<file path="src/rtl/dmem_arb_pkg.sv">
// dmem_arb_pkg: shared types and defaults for the two-port data-memory arbiter.
//   DW_DEF / AW_DEF : default data / address widths of the shared memory port
//   port_t          : 1-bit requester index (0 = core 0, 1 = core 1)
//   lock_state_e    : ownership-lock FSM states
//   mem_req_t       : one requester's access bundle at the default widths
package dmem_arb_pkg;

  localparam int DW_DEF = 16;
  localparam int AW_DEF = 8;

  typedef logic port_t;

  typedef enum logic {
    LK_IDLE,
    LK_LOCKED
  } lock_state_e;

  typedef struct packed {
    logic              we;
    logic [AW_DEF-1:0] addr;
    logic [DW_DEF-1:0] wdata;
    logic              lock;
  } mem_req_t;

endpackage

</file>
<file path="src/rtl/dmem_arbiter_rr_pick2.sv">
// rr_pick2: combinational two-way round-robin selector.
//   req[1:0]  in   raw requests
//   last      in   port granted most recently
//   mask[1:0] in   per-port eligibility (cleared bits can never win)
//   gnt[1:0]  out  one-hot (or zero) grant
module rr_pick2
  import dmem_arb_pkg::*;
(
  input  logic [1:0] req,
  input  port_t      last,
  input  logic [1:0] mask,
  output logic [1:0] gnt
);

  logic [1:0] elig;

  assign elig = req & mask;

  // A port wins when it is the only eligible one, or when both are eligible
  // and it was not the previous winner. The two terms are mutually exclusive,
  // so the result is at most one-hot.
  for (genvar gi = 0; gi < 2; gi++) begin : g_pick
    assign gnt[gi] = elig[gi] & (~elig[1-gi] | (last != port_t'(gi)));
  end

endmodule

</file>
<file path="src/rtl/dmem_arbiter.sv">
// dmem_arbiter: two-port round-robin arbiter in front of a single-port,
// registered-output data memory.
//   clk, rst                 : clock, synchronous active-high reset
//   req/we/addr/wdata/lock 0,1: per-core request (held until granted)
//   gnt0/gnt1                : combinational grant
//   rvalid0/1, rdata0/1      : read return, one cycle after the grant edge
//   mem_wd/mem_addr/mem_din  : memory command port
//   mem_dout                 : memory registered read data
// Build option: DMEM_ARB_LOCK_EN enables the ownership lock (lock0/lock1);
// without it the lock inputs are ignored and arbitration is pure round-robin.
module dmem_arbiter
  import dmem_arb_pkg::*;
#(
  parameter int DW = DW_DEF,
  parameter int AW = AW_DEF
) (
  input  logic          clk,
  input  logic          rst,
  input  logic          req0,
  input  logic          req1,
  input  logic          we0,
  input  logic          we1,
  input  logic [AW-1:0] addr0,
  input  logic [AW-1:0] addr1,
  input  logic [DW-1:0] wdata0,
  input  logic [DW-1:0] wdata1,
  input  logic          lock0,
  input  logic          lock1,
  output logic          gnt0,
  output logic          gnt1,
  output logic          rvalid0,
  output logic          rvalid1,
  output logic [DW-1:0] rdata0,
  output logic [DW-1:0] rdata1,
  output logic          mem_wd,
  output logic [AW-1:0] mem_addr,
  output logic [DW-1:0] mem_din,
  input  logic [DW-1:0] mem_dout
);

  logic [1:0]    req_v;
  logic [1:0]    we_v;
  logic [1:0]    lock_v;
  logic [AW-1:0] addr_v  [2];
  logic [DW-1:0] wdata_v [2];

  assign req_v      = {req1, req0};
  assign we_v       = {we1, we0};
  assign lock_v     = {lock1, lock0};
  assign addr_v[0]  = addr0;
  assign addr_v[1]  = addr1;
  assign wdata_v[0] = wdata0;
  assign wdata_v[1] = wdata1;

  logic [1:0] mask;
  logic [1:0] gnt;
  logic       any_gnt;
  port_t      win;
  port_t      last_reg;

  rr_pick2 u_pick (
    .req  (req_v),
    .last (last_reg),
    .mask (mask),
    .gnt  (gnt)
  );

  assign any_gnt = |gnt;
  assign win     = gnt[1];
  assign gnt0    = gnt[0];
  assign gnt1    = gnt[1];

`ifdef DMEM_ARB_LOCK_EN
  lock_state_e lock_state_reg, lock_state_next;
  port_t       lock_owner_reg, lock_owner_next;

  always_ff @(posedge clk) begin
    if (rst) begin
      lock_state_reg <= LK_IDLE;
      lock_owner_reg <= 1'b0;
    end else begin
      lock_state_reg <= lock_state_next;
      lock_owner_reg <= lock_owner_next;
    end
  end

  // Mask depends only on registered state so there is no loop through the
  // picker. While locked the non-owner is blocked even if the owner is idle.
  always_comb begin
    mask = 2'b11;
    if (rst) begin
      mask = 2'b00;
    end else if (lock_state_reg == LK_LOCKED) begin
      mask = lock_owner_reg ? 2'b10 : 2'b01;
    end
  end

  always_comb begin
    lock_state_next = lock_state_reg;
    lock_owner_next = lock_owner_reg;
    case (lock_state_reg)
      LK_IDLE: begin
        if (any_gnt && lock_v[win]) begin
          lock_state_next = LK_LOCKED;
          lock_owner_next = win;
        end
      end
      LK_LOCKED: begin
        if (gnt[lock_owner_reg] && !lock_v[lock_owner_reg]) begin
          lock_state_next = LK_IDLE;
        end
      end
      default: lock_state_next = LK_IDLE;
    endcase
  end
`else
  logic unused_lock;
  assign unused_lock = ^lock_v;
  assign mask        = rst ? 2'b00 : 2'b11;
`endif

  // Round-robin history and memory-side hold registers.
  logic [AW-1:0] addr_hold_reg;
  logic [DW-1:0] din_hold_reg;

  always_ff @(posedge clk) begin
    if (rst) begin
      last_reg      <= 1'b1;
      addr_hold_reg <= '0;
      din_hold_reg  <= '0;
    end else if (any_gnt) begin
      last_reg      <= win;
      addr_hold_reg <= addr_v[win];
      din_hold_reg  <= wdata_v[win];
    end
  end

  // With no grant the address/data buses keep their previous values so the
  // memory port does not toggle on idle cycles.
  assign mem_wd   = any_gnt & we_v[win];
  assign mem_addr = any_gnt ? addr_v[win]  : addr_hold_reg;
  assign mem_din  = any_gnt ? wdata_v[win] : din_hold_reg;

  // Read return tracking: one slot per cycle, matching the memory's
  // one-cycle registered read.
  logic  rd_pend_reg;
  port_t rd_owner_reg;

  always_ff @(posedge clk) begin
    if (rst) begin
      rd_pend_reg  <= 1'b0;
      rd_owner_reg <= 1'b0;
    end else begin
      rd_pend_reg  <= any_gnt & ~we_v[win];
      rd_owner_reg <= win;
    end
  end

  logic [1:0]    rvalid_v;
  logic [DW-1:0] rdata_v [2];

  // rst gates the return so a read granted just before reset never surfaces.
  for (genvar gi = 0; gi < 2; gi++) begin : g_ret
    assign rvalid_v[gi] = rd_pend_reg & (rd_owner_reg == port_t'(gi)) & ~rst;
    assign rdata_v[gi]  = rvalid_v[gi] ? mem_dout : '0;
  end

  assign rvalid0 = rvalid_v[0];
  assign rvalid1 = rvalid_v[1];
  assign rdata0  = rdata_v[0];
  assign rdata1  = rdata_v[1];

endmodule

</file>
<file path="config.mk">
export PLATFORM = sky130hd
export DESIGN_NAME = dmem_arbiter
export DESIGN_NICKNAME = d
export VERILOG_FILES = /design/src/rtl/dmem_arb_pkg.sv /design/src/rtl/dmem_arbiter_rr_pick2.sv /design/src/rtl/dmem_arbiter.sv
export SDC_FILE = /design/constraint.sdc
export NUM_CORES = 1
export LEC_CHECK = 0
export CAP_MARGIN = 20
export CORE_MARGIN = 2
export CORE_UTILIZATION = 30
export CTS_BUF_LIST = sky130_fd_sc_hd__clkbuf_8
export DETAILED_ROUTE_END_ITERATION = 10
export PLACE_DENSITY = 0.77
export SYNTH_ARGS = -nofsm -noshare
export SYNTH_HDL_FRONTEND = slang
export SYNTH_HIERARCHICAL = 1
export SYNTH_SLANG_ARGS = --single-unit
</file>
<file path="constraint.sdc">
create_clock -name clk -period 4.4 [get_ports clk]
set_input_delay 1.1 -clock clk [delete_from_list [all_inputs] [get_ports clk]]
set_output_delay 1.1 -clock clk [all_outputs]
set_load 0.005 [all_outputs]
</file>
Word level (Yosys, flattened, before mapping). Index checks and enable logic that the tools add are counted.

Register bits: 27. Output and inout bits: 61. Logic and storage cells: 39.

$lt $le $gt $ge: 2. Reduce and logical (&&, ||, !) cells: 1. Bitwise logic cells: 18. Multiplexer cells: 13.

Operator list (count): 16-bit 2-to-1 mux (6); 8-bit 2-to-1 mux (4); 1-bit bitwise AND (8); 1-bit NOT (6); 2-bit bitwise AND (1); 2-bit >= comparator, second input constant (1); 1-bit by 2-bit less-than comparator with 1-bit output, second input constant (1); 1-bit 2-to-1 mux (2); 2-bit 2-to-1 mux (1); 1-bit NOT with 2-bit output (1); 1-bit bitwise OR (2); 2-bit OR reduction (1).

Depth between registers and ports, before layout.
Depth after elaboration: 10. Mapped depth: 9. Depth with buffers taken out: 5.

Cells and area by module. Netlist, hierarchy kept.

Modules (own cells, without submodules): dmem_arbiter (area each 1657.8 sq um, seq. area each 540.5 sq um, instances 1, cells each 204); rr_pick2 (area each 20.0 sq um, seq. area each 0.0 sq um, instances 1, cells each 3).

Worst setup path before layout. No wires, ideal clock.

Path type: in2out. Start point: in rst. End point: out mem_addr[4]. Data arrival time: 2.487 ns. Setup slack: 0.813 ns. Stages on the path: 9. Cell sequence: clkbuf_1 -> buf_2 -> inv_1 -> nand2_1 -> a31oi_1 -> buf_2 -> clkbuf_1 -> nor2b_1 -> a21oi_1.

Cells in the longest elaborated chain, start to end: 10. Elaborated cells on any way between the ends: 14. Classes of those cells: mux: 5; bitwise: 8; reduce/logical: 1.

Ends and longest elaborated chain: start, declared (line dmem_arbiter.sv:18) `input logic rst,`; 2-bit 2-to-1 mux (*) (line dmem_arbiter.sv:119) `assign mask = rst ? 2'b00 : 2'b11;`; named net mask[0] (line dmem_arbiter.sv:55) `logic [1:0] mask;`; 2-bit bitwise AND (*) (line dmem_arbiter_rr_pick2.sv:17) `assign elig = req & mask;`; 1-bit NOT (*) (line dmem_arbiter_rr_pick2.sv:23) `assign gnt[gi] = elig[gi] & (~elig[1-gi] | (last != port_t'(gi)));`; 1-bit bitwise OR (*) (line dmem_arbiter_rr_pick2.sv:23); 1-bit bitwise AND (*) (line dmem_arbiter_rr_pick2.sv:23); named net gnt1 (line dmem_arbiter.sv:30) `output logic gnt1,`; 1-bit NOT with 2-bit output (not written as such) (line dmem_arbiter.sv:141) `assign mem_addr = any_gnt ? addr_v[win] : addr_hold_reg;`; 8-bit 2-to-1 mux (not written as such) (3 in series) (line dmem_arbiter.sv:141); 8-bit 2-to-1 mux (*) (line dmem_arbiter.sv:141); end, declared (line dmem_arbiter.sv:36) `output logic [AW-1:0] mem_addr,`.

Mark *: on every way through the listed nets, which the timed path passes. The rest lies on a longest branch. The select of a mux whose other input is x is not followed.

Worst setup path after layout.
Start point: in rst. End point: out mem_din[15].

Cells in the longest elaborated chain, start to end: 10. Elaborated cells on any way between the ends: 14. Classes of those cells: mux: 5; bitwise: 8; reduce/logical: 1.

Ends and longest elaborated chain: 2-bit 2-to-1 mux (*) (line dmem_arbiter.sv:119); named net mask[0] (line dmem_arbiter.sv:55); 2-bit bitwise AND (*) (line dmem_arbiter_rr_pick2.sv:17); 1-bit NOT (line dmem_arbiter_rr_pick2.sv:23); 1-bit bitwise OR (line dmem_arbiter_rr_pick2.sv:23); 1-bit bitwise AND (line dmem_arbiter_rr_pick2.sv:23); 1-bit NOT with 2-bit output (not written as such) (line dmem_arbiter.sv:142) `assign mem_din = any_gnt ? wdata_v[win] : din_hold_reg;`; 16-bit 2-to-1 mux (not written as such) (3 in series) (line dmem_arbiter.sv:142); 16-bit 2-to-1 mux (*) (line dmem_arbiter.sv:142); end, declared (line dmem_arbiter.sv:37) `output logic [DW-1:0] mem_din,`.

Marked as above.

==> results.py <==
metrics = {
    "status": {
        "status": "finished clean",
    },
    "synth": {
        "post_synth_edffs": 0,
        "ys_types": 23,
        "synth.yosys.warnings": 6,
        "postSynth.topFlopCell": "sky130_fd_sc_hd__dfxtp_1",
        "synth_top_area_share_pct": 32.2,
        "compound_gate_portion_of_the_synthesized_area_pct": 20.2,
        "post_synth.cell_area_avg_um2": 8.11,
        "synth_top_cells_by_count": "31 x sky130_fd_sc_hd__nor2_1, 27 x sky130_fd_sc_hd__dfxtp_1, 25 x sky130_fd_sc_hd__a21oi_1, 24 x sky130_fd_sc_hd__mux2i_1, 24 x sky130_fd_sc_hd__nor2b_1",
        "yosys.area_share.adder_pct": 0,
        "yosys.area.top_type": "sky130_fd_sc_hd__dfxtp_1",
        "post_synth_inst_count": 207,
        "yosysMostFrequentCell": "sky130_fd_sc_hd__nor2_1",
        "postSynthNetCount": 279,
        "synth.ff_latch_count": 27,
        "ys_seq_area_share_pct": 32.2,
        "synth_top_family_by_area": "simple AND/OR/NAND/NOR gates",
        "yosys.area_share.simple_pct": 25.4,
        "mappedNetlistArea_um2": 1680,
        "post_synth_mux_area_share_pct": 14.3,
        "synth_xor_area_share_pct": 0,
        "synthArstFlopShare_pct": 0,
        "yosys-top-cells-area": "sky130_fd_sc_hd__dfxtp_1 32%, sky130_fd_sc_hd__mux2i_1 14%, sky130_fd_sc_hd__a211oi_1 10%, sky130_fd_sc_hd__nor2b_1 8.9%, sky130_fd_sc_hd__a21oi_1 7.5%",
    },
    "setup_path": {
        "critical-path-top-cell-by-count": "sky130_fd_sc_hd__clkdlybuf4s50_1",
        "list_of_cells_traversed_by_the_critical_path": "clkdlybuf4s50_1, inv_1, nand2_1, o211a_1, buf_12, mux2i_1, a21oi_1, clkdlybuf4s50_1",
        "r2r_slack_ps": 2970,
        "worstSetupPathType": "input pin to output pin",
        "timing.critical_path.slowest_cell_delay_ps": 540,
        "worst-path-buf-inv": 4,
        "cp-start-kind": "input pin",
        "worstPathMaxFanout": 12,
        "end_kind": "output pin",
        "crit_path_top_delay_cell": "sky130_fd_sc_hd__clkdlybuf4s50_1",
        "cp_top_family": "buffers and inverters",
        "arrival_ps": 3070,
        "critPathRequiredTime_ps": 3300,
    },
    "timing": {
        "final_period_util_pct": 94.9,
        "final_skew_ps": 2.73,
        "slew_viol_final": 0,
        "rsz0062_at_grt": "no",
        "holdWs_ps": 523,
        "period_minus_slack_ps": 4170,
        "max_slew.worst_pin.slew_ps": 537,
        "timing.fmax_mhz": 240,
        "finalSetupViolCount": 0,
        "finalHoldViolCount": 0,
        "setup_total_negative_slack_ps": 0,
        "postLayoutSetupSlackWorst_ps": 225,
        "timing.slew.headroom_pct": 64.2,
    },
    "job": {
        "max-cap-violations": 0,
    },
    "clock_tree": {
        "cts.path.max_buffers": 2,
        "clkTransAtPathRegs_ps": 90,
        "tritoncts": "built",
        "post_cts_resized": 0,
        "cts_htree_levels": 1,
        "cts_made_buffers": 3,
        "cts-hold-fix-buffers": 0,
        "worst_skew_pair.late_latency_ps": 260,
        "cts.sink_count": 27,
        "cts.repair_timing.setup_buffer_count": 0,
        "cts-root-buf": "sky130_fd_sc_hd__clkbuf_8",
    },
    "detailed_routing": {
        "ant_nets": 0,
        "drcViolationCount": 0,
        "drt_pass1_iterations": 4,
        "drt_first_iter_violations": 34,
        "dr_total_vias": 1873,
        "avgViaCountPerCell": 4.66,
        "wl_per_cell_um": 12.3,
        "drt-total-wl_um": 4950,
    },
    "global_route": {
        "grt_pass1_vias": 1720,
        "grt_util_all_layers_pct": 15.2,
        "antenna_found_initial": 0,
        "grt_start_max_net_pins": 45,
        "global_route_wire_length_before_repair_um": 7740,
        "leftover_overflow_at_the_end_of_global_routing": 0,
    },
    "final_layout": {
        "area_delta_synth_final_pct": 83.4,
        "drive_above_1_share_pct": 3.94,
        "multi_input_area_um2": 1010,
        "largest_register_ff_count": 16,
        "final-seq-area_um2": 541,
        "number_of_nets_in_the_layout": 403,
        "antenna_cells": 0,
        "fill_cells": 519,
    },
    "placement": {
        "gp_routability_congestion": 0.741,
        "io_buf_count": 130,
        "place_worst_setup_slack_ps": 207,
        "post-dp-hpwl_um": 3780,
    },
    "power": {
        "power.internal_mw": 0.478,
        "ir_drop_v": 0.000109,
        "comb_power_share_pct": 36.8,
        "pwr_cell_area_nw_per_um2": 208,
        "power.clock.fraction_pct": 21.1,
        "power_spent_charging_and_discharging_nets_mw": 0.162,
        "p_seq_share_pct": 42.1,
        "fin_total_pwr_mw": 0.640,
        "leakage_nw": 1.11,
        "p_sw_share_pct": 25.3,
    },
    "die": {
        "floorplan.die.height_um": 78.8,
        "initial_core_utilization_pct": 30.8,
        "die_w_um": 78.8,
        "ioPinCount": 133,
        "core.rowCount": 27,
        "fp.dieArea_um2": 6210,
        "core_footprint_um2": 5440,
    },
    "hold_path": {
        "worst_hold_path_type": "register to register",
    },
}
[cell usage in the layout, fill, tap and decap left out, drive strengths merged, types with 5 or more instances in the layout]
master,n
dfxtp,27
nor2b,24
a21oi,25
a211oi,24
mux2i,24
buf,7
nand2,5
clkdlybuf4s50,130
nor2,31
nand2b,17
[power groups by stage]
stage | registers, mW | clock network, mW | logic, mW
2_1_floorplan | 0.274 | 0 | 0.0988
3_3_place_gp | 0.275 | 0 | 0.234
3_5_place_dp | 0.275 | 0 | 0.237
4_1_cts | 0.270 | 0.144 | 0.238
5_1_grt | 0.272 | 0.153 | 0.255
6_report | 0.269 | 0.135 | 0.235
[per-stage QoR]
stage	std cells	util (%)	area [um2]
2_1_floorplan	207	-	1680
3_3_place_gp	398	55.8	3030
3_5_place_dp	398	55.8	3030
4_1_cts	402	56.6	3080
5_1_grt	402	56.6	3080
6_report	402	56.6	3080
[worst register-to-register path, cell delays in order (launching register included)]
cell and delay (ps):
sky130_fd_sc_hd__dfxtp_1 370, sky130_fd_sc_hd__o211a_1 270, sky130_fd_sc_hd__buf_12 190, sky130_fd_sc_hd__or3b_1 360
sky130_fd_sc_hd__a21oi_1 180
[final timing paths]
| path | from | to | depth (start not counted) |
|---|---|---|---|
| worst max register to register | last_reg$_SDFFE_PP1P_ | rd_pend_reg$_SDFF_PP0_ | 4 |
| worst max-delay path | rst | mem_din[15] | 8 |
| worst min-delay path | last_reg$_SDFFE_PP1P_ | last_reg$_SDFFE_PP1P_ | 2 |
| worst min register to register | last_reg$_SDFFE_PP1P_ | last_reg$_SDFFE_PP1P_ | 2 |
[layout make-up]
cell class / instances / area share [%]
Timing Repair Buffer: 137 / 44.8
Inverter: 3 / 0.366
Clock inverter: 1 / 0.122
Multi-Input combinational cell: 159 / 32.9
Tap cell: 72 / 2.93
Clock buffer: 3 / 1.34
Sequential cell: 27 / 17.6
[layer usage]
layer | routed length [um] | global-route usage (%)
met5 | 0 | 0
met4 | 23 | 3.16
met3 | 400 | 3.64
met2 | 2480 | 28.9
met1 | 2050 | 17.1
[kinds of logic after synthesis]
logic type / count (synthesis)
muxes: 24
buffers and inverters: 21
DFF: 27
AOI/OAI and AO/OA: 53
and+or+nand+nor: 82
(Power assumes the default switching activity.)
